<file path="config.mk">
export PLATFORM = sky130hd
export DESIGN_NAME = uar_cmd_parser
export DESIGN_NICKNAME = d
export VERILOG_FILES = /design/src/rtl/uar_cmd_parser_pkg.sv /design/src/rtl/uar_cmd_parser_byte_timeout.sv /design/src/rtl/uar_cmd_parser.sv
export SDC_FILE = /design/constraint.sdc
export NUM_CORES = 1
export LEC_CHECK = 0
export CAP_MARGIN = 20
export CORE_MARGIN = 2
export CORE_UTILIZATION = 55
export CTS_CLUSTER_SIZE = 24
export DETAILED_ROUTE_END_ITERATION = 12
export PLACE_DENSITY = 0.89
export SETUP_SLACK_MARGIN = 0.02
export SLEW_MARGIN = 40
export SYNTH_ARGS = -nofsm -noshare
export SYNTH_HDL_FRONTEND = slang
export SYNTH_HIERARCHICAL = 1
export SYNTH_SLANG_ARGS = --single-unit
</file>
<file path="constraint.sdc">
create_clock -name clk -period 2.7 [get_ports clk]
set_input_delay 0.54 -clock clk [delete_from_list [all_inputs] [get_ports clk]]
set_output_delay 0.54 -clock clk [all_outputs]
set_load 0.01 [all_outputs]
</file>
<file path="src/rtl/uar_cmd_parser_pkg.sv">
// Shared definitions for the host-link command parser: sync marker, error codes,
// FSM state encodings and timer width.
package uar_cmd_parser_pkg;

  localparam logic [7:0] SYNC_DEFAULT = 8'hA5;
  localparam int         TIMER_W      = 24;

  typedef enum logic [2:0] {
    S_IDLE  = 3'd0,
    S_CMD   = 3'd1,
    S_DATA  = 3'd2,
    S_CSUM  = 3'd3,
    S_ISSUE = 3'd4
  } state_e;

  typedef enum logic [2:0] {
    ERR_NONE     = 3'd0,
    ERR_FRAMING  = 3'd1,
    ERR_TIMEOUT  = 3'd2,
    ERR_CHECKSUM = 3'd3,
    ERR_BAD_CMD  = 3'd4,
    ERR_OVERRUN  = 3'd5
  } err_code_e;

  // States in which a packet is partially collected and the idle-gap timer runs.
  function automatic logic in_packet(input state_e s);
    return (s == S_CMD) || (s == S_DATA) || (s == S_CSUM);
  endfunction

endpackage

</file>
<file path="src/rtl/uar_cmd_parser_byte_timeout.sv">
// Idle-gap timer: saturating up-counter that pulses expire while its count sits at LIMIT.
// Held at zero whenever it is cleared or not running.
module uar_cmd_parser_byte_timeout
  import uar_cmd_parser_pkg::*;
#(
  parameter logic [TIMER_W-1:0] LIMIT = '1
)(
  input  logic clk,
  input  logic resetn,
  input  logic clear,
  input  logic run,
  output logic expire
);

  logic [TIMER_W-1:0] r_cnt;

  always_ff @(posedge clk or negedge resetn) begin
    if (!resetn) begin
      r_cnt <= '0;
    end else if (clear || !run) begin
      r_cnt <= '0;
    end else if (r_cnt != '1) begin
      r_cnt <= r_cnt + TIMER_W'(1);
    end
  end

  assign expire = run && (r_cnt == LIMIT);

endmodule

</file>
<file path="src/rtl/uar_cmd_parser.sv">
// Host-link command parser: hunts for SYNC, collects CMD + 4 data bytes + checksum
// and issues one 32-bit register write per good packet, with error reporting.
//
// state   | meaning
// --------+-------------------------------------------------
// S_IDLE  | hunting for the sync byte
// S_CMD   | waiting for the command byte (addr + write bit)
// S_DATA  | collecting D0..D3, LSB first
// S_CSUM  | waiting for the checksum byte
// S_ISSUE | holding the write request until wr_ready
module uar_cmd_parser
  import uar_cmd_parser_pkg::*;
#(
  parameter real         CLK_FREQ      = 100.0e6,
  parameter real         BAUD_RATE     = 115200.0,
  parameter logic [7:0]  SYNC_BYTE     = SYNC_DEFAULT,
  parameter int unsigned TIMEOUT_BYTES = 4
)(
  input  logic        clk,
  input  logic        resetn,
  input  logic [7:0]  in_data,
  input  logic        in_valid,
  input  logic        in_ferr,
  output logic        wr_valid,
  input  logic        wr_ready,
  output logic [6:0]  wr_addr,
  output logic [31:0] wr_data,
  output logic        err,
  output logic [2:0]  err_code,
  output logic [15:0] pkt_count,
  output logic        busy
);

  // Ten bit-times per byte on the line; truncated toward zero.
  localparam logic [TIMER_W-1:0] TO_LIMIT =
    TIMER_W'($rtoi(real'(TIMEOUT_BYTES) * 10.0 * CLK_FREQ / BAUD_RATE));

  state_e      r_state;
  logic [1:0]  r_idx;
  logic [7:0]  r_sum;
  logic        r_cmd_wr;
  logic        r_wr_valid;
  logic [6:0]  r_wr_addr;
  logic [31:0] r_wr_data;
  logic        r_err;
  err_code_e   r_err_code;
  logic [15:0] r_pkt_count;

  logic        w_run;
  logic        w_clear;
  logic        w_expire;
  logic [7:0]  w_sum_next;

  assign w_run      = in_packet(r_state);
  assign w_clear    = in_valid || in_ferr;
  assign w_sum_next = r_sum + in_data;

  uar_cmd_parser_byte_timeout #(
    .LIMIT (TO_LIMIT)
  ) u_byte_timeout (
    .clk    (clk),
    .resetn (resetn),
    .clear  (w_clear),
    .run    (w_run),
    .expire (w_expire)
  );

  always_ff @(posedge clk or negedge resetn) begin
    if (!resetn) begin
      r_state     <= S_IDLE;
      r_idx       <= 2'd0;
      r_sum       <= 8'd0;
      r_cmd_wr    <= 1'b0;
      r_wr_valid  <= 1'b0;
      r_wr_addr   <= 7'd0;
      r_wr_data   <= 32'd0;
      r_err       <= 1'b0;
      r_err_code  <= ERR_NONE;
      r_pkt_count <= 16'd0;
    end else begin
      r_err      <= 1'b0;
      r_err_code <= ERR_NONE;

      // The if/else chain encodes error priority; a framing error drops any coincident byte.
      if (in_ferr) begin
        r_err      <= 1'b1;
        r_err_code <= ERR_FRAMING;
        if (w_run) r_state <= S_IDLE;
      end else if (w_expire && !in_valid) begin
        r_err      <= 1'b1;
        r_err_code <= ERR_TIMEOUT;
        r_state    <= S_IDLE;
      end else if (in_valid) begin
        case (r_state)
          S_IDLE: begin
            if (in_data == SYNC_BYTE) r_state <= S_CMD;
          end
          S_CMD: begin
            r_wr_addr <= in_data[6:0];
            r_cmd_wr  <= in_data[7];
            r_sum     <= in_data;
            r_idx     <= 2'd0;
            r_state   <= S_DATA;
          end
          S_DATA: begin
            r_wr_data[8*r_idx +: 8] <= in_data;
            r_sum <= w_sum_next;
            r_idx <= r_idx + 2'd1;
            if (r_idx == 2'd3) r_state <= S_CSUM;
          end
          S_CSUM: begin
            if (w_sum_next != 8'd0) begin
              r_err      <= 1'b1;
              r_err_code <= ERR_CHECKSUM;
              r_state    <= S_IDLE;
            end else if (!r_cmd_wr) begin
              r_err      <= 1'b1;
              r_err_code <= ERR_BAD_CMD;
              r_state    <= S_IDLE;
            end else begin
              r_wr_valid <= 1'b1;
              r_state    <= S_ISSUE;
            end
          end
          S_ISSUE: begin
            r_err      <= 1'b1;
            r_err_code <= ERR_OVERRUN;
          end
          default: r_state <= S_IDLE;
        endcase
      end

      // The pending write completes regardless of errors reported while issuing.
      if ((r_state == S_ISSUE) && r_wr_valid && wr_ready) begin
        r_wr_valid  <= 1'b0;
        r_pkt_count <= r_pkt_count + 16'd1;
        r_state     <= S_IDLE;
      end
    end
  end

  assign wr_valid  = r_wr_valid;
  assign wr_addr   = r_wr_addr;
  assign wr_data   = r_wr_data;
  assign err       = r_err;
  assign err_code  = r_err_code;
  assign pkt_count = r_pkt_count;
  assign busy      = (r_state != S_IDLE);

endmodule
</file>
==> flow_metrics.tcl <==
set metrics [dict create \
    status "finished, final reports clean" \
    die_y_um 100.2 \
    die-area_um2 10040 \
    fin_crit_sh 0.9672 \
    worstPathRequired_ps 2950 \
    rr_startpoint "r_state[0]" \
    end_kind "flop" \
    dominantRegCellSynth "dfrtp_1" \
    clk_latency_ps 360 \
    rsz0062_at_grt "false" \
    finalSetupViolCount 0 \
    place_ws_ps -475.5 \
    final_hold_viol_count 0 \
    ff2ff_setup_slack_ps 360 \
    slew_headroom 0.4498 \
    hold_ws_ps 168.4 \
    worstMarginPinSlew_ps 823.5 \
    antenna_cells 0 \
    clock_skew_ps 21.04 \
    syn_nets 549 \
    antenna_found_initial 0 \
    layout_commonest_cell "nand2_1" \
    drt_wl_total_mm 12.20 \
    die_w_um 100.2 \
    io_buffers 73 \
    worstPathMaxFanout 8 \
    via_per_inst 5.891 \
    cts_buffers 9 \
    synth_area_um2 5089 \
    cts.htree.levels 3 \
    fmax_mhz 382.9 \
    vias 4289 \
    gp_congestion 0.8843 \
    grt_max_degree 56 \
    design_area_um2 6284 \
    final_util 0.6898 \
    synth_enable_flop_cells 0 \
    maxCapViolations 0 \
    grt_overflow 0 \
    ys_ff_latch 98 \
    final_cell_mix "nand2_1 (102), dfrtp_1 (98), clkdlybuf4s50_1 (72)" \
    yosysUniqueCellTypes 65 \
    rr_worst_depth 9 \
    clkTransAtPathRegs_ps 90 \
    synth_area_per_cell_um2 9.805 \
    grt_pass1_vias 4072 \
    clk_root_buffer_cell "clkbuf_8" \
    peakVddDrop_mv 0.3364 \
    cpPeakStageDelay_ps 480 \
    path_cells "clkdlybuf4s50_1, buf_4, ha_1, a211o_1, a21o_1, a221oi_2, nand4b_2, a221o_1" \
    fin_nets 642 \
    r2r-end "r_state[2]" \
    layout_setup_ws_ps 88.54 \
    start_util 0.5587 \
    ant_nets 0 \
    start_kind "input port" \
    yosys_warnings 6 \
    leakage_uw 0.002652 \
    path_class "in2reg" \
    grt_usage 0.2439 \
    syn2layout_area_growth_pct 23.48 \
    min_period_ps 2611 \
    core-area_um2 9109 \
    clock-sinks 98 \
    placed_area_um2 6062 \
    syn_inst 519 \
    drive_gt1_frac 0.1183 \
    cts_tree "built" \
    dp.final_hpwl_mm 8.684 \
    drv_slew 0 \
    ys_seq_area_frac 0.4819 \
    crit_arrival_ps 2860 \
    drtPass1Iterations 4 \
    drt-initial-drc-count 199 \
    min_path_type "in2async" \
    crit_slowest_cell "clkdlybuf4s50_1" \
    cts_max_path_buffers 2 \
    power.density_nw_per_um2 697.5 \
    ios 74 \
    synthArstFlopShare 1.000 \
    drc_errors 0 \
    grt_pass1_wl_mm 19.65 \
    rows 35 \
    wl_per_cell_um 16.75 \
]
[stage by stage]
stage / TNS, ps / power [uW] / instances
2_1_floorplan: 0 / 2699 / 519
3_3_place_gp: -2173 / 3289 / 711
3_5_place_dp: -2609 / 3359 / 711
4_1_cts: 0 / 4346 / 727
5_1_grt: 0 / 4607 / 728
6_report: 0 / 4383 / 728
[how the worst max path moves through the flow]
| stage | from | endpoint | slack [ps] | cells after the start |
|---|---|---|---|---|
| floorplan | in_data[0] | err_code[0] | 190 | 7 |
| global placement | in_data[0] | err_code[0] | -430 | 8 |
| detailed placement | in_data[0] | err | -480 | 9 |
| CTS | in_data[0] | err_code[0] | 40 | 8 |
| global route | in_data[0] | err_code[0] | 30 | 8 |
| finish | in_data[1] | err_code[0] | 90 | 8 |
[what timing repair did]
item                       CTS  global route
pin swaps                    1             3
setup buffers                0             1
setup endpoints to repair    3             2
hold buffers                 0             0
resized for setup            1             2
[cell type report]
| type | count | area [um2] |
|---|---|---|
| clock buffers | 11 | 141.4 |
| clock inverters | 5 | 60.06 |
| fillers | 646 | 2825 |
| inverters | 8 | 30.03 |
| multi-input cells | 398 | 2540 |
| flip-flops and latches | 98 | 2452 |
| well taps | 111 | 138.9 |
| repair buffers | 97 | 920.9 |
[critical path, delay by kind of cell]
family	cells	cell delay (ps)
compound gates	4	1110
fa+ha+maj	1	330
buf+inv	2	680
simple gates	1	190
[cells in the mapped netlist, types with 2 or more instances]
library cell    n  area share
nand3_1        14       0.014
o21ai_0        49       0.048
mux2i_1         3      0.0059
nor3_1          8      0.0079
nor3b_1         5      0.0074
o22ai_1         2      0.0025
a21o_1          3      0.0044
nand2_1       102       0.075
inv_1           8      0.0059
or3_1           2      0.0025
nor2_1         40       0.030
and4_1          5      0.0086
clkbuf_1        4      0.0029
dfrtp_1        98        0.48
nor4_1          4      0.0049
xnor2_1        22       0.038
mux2_2         10       0.022
and3_1          9       0.011
or3b_2          2      0.0034
nand2b_1        3      0.0037
nor4b_1         4      0.0069
buf_2           9      0.0089
nand4_1        10       0.012
or2_1           2      0.0025
a2bb2oi_1       2      0.0034
xor2_1         12       0.021
a2111oi_4       3       0.016
and2_1          6      0.0074
a211oi_1        8       0.012
ha_1           16       0.039
o211ai_1        4      0.0059
a21oi_1        10      0.0098
a31oi_1         8      0.0098
[power breakdown]
group          leakage, uW  switching (uW)  internal [uW]  total, uW
registers          0.00132             162           1670       1840
logic              0.00123             802            764       1570
clock network     0.000100             522            460        982
[cell families after synthesis]
family / Yosys count / synth area share
and+or+nand+nor: 231 / 0.2262
muxes: 13 / 0.02803
buffers and inverters: 23 / 0.02139
AOI/OAI and AO/OA: 103 / 0.1406
adders and majority gates: 17 / 0.04327
DFF: 98 / 0.4819
xor gates and xnor gates: 34 / 0.05852
[per-layer routing]
layer	track usage	up-vias	routed length [um]
met5	0	-	0
met4	0.08957	0	314
met3	0.03343	33	615
met2	0.4275	153	6213
met1	0.3087	2079	5054
li1	-	2024	-
[sequential cells by signal, indices dropped and copies added, names as in the netlist]
register / cells
err: 1
r_sum: 8
err_code: 3
wr_addr: 7
r_idx: 2
pkt_count: 16
wr_valid: 1
r_state: 3
wr_data: 32
r_cmd_wr: 1
u_byte_timeout/r_cnt: 24
No activity file was read; power rests on OpenSTA's default activity.
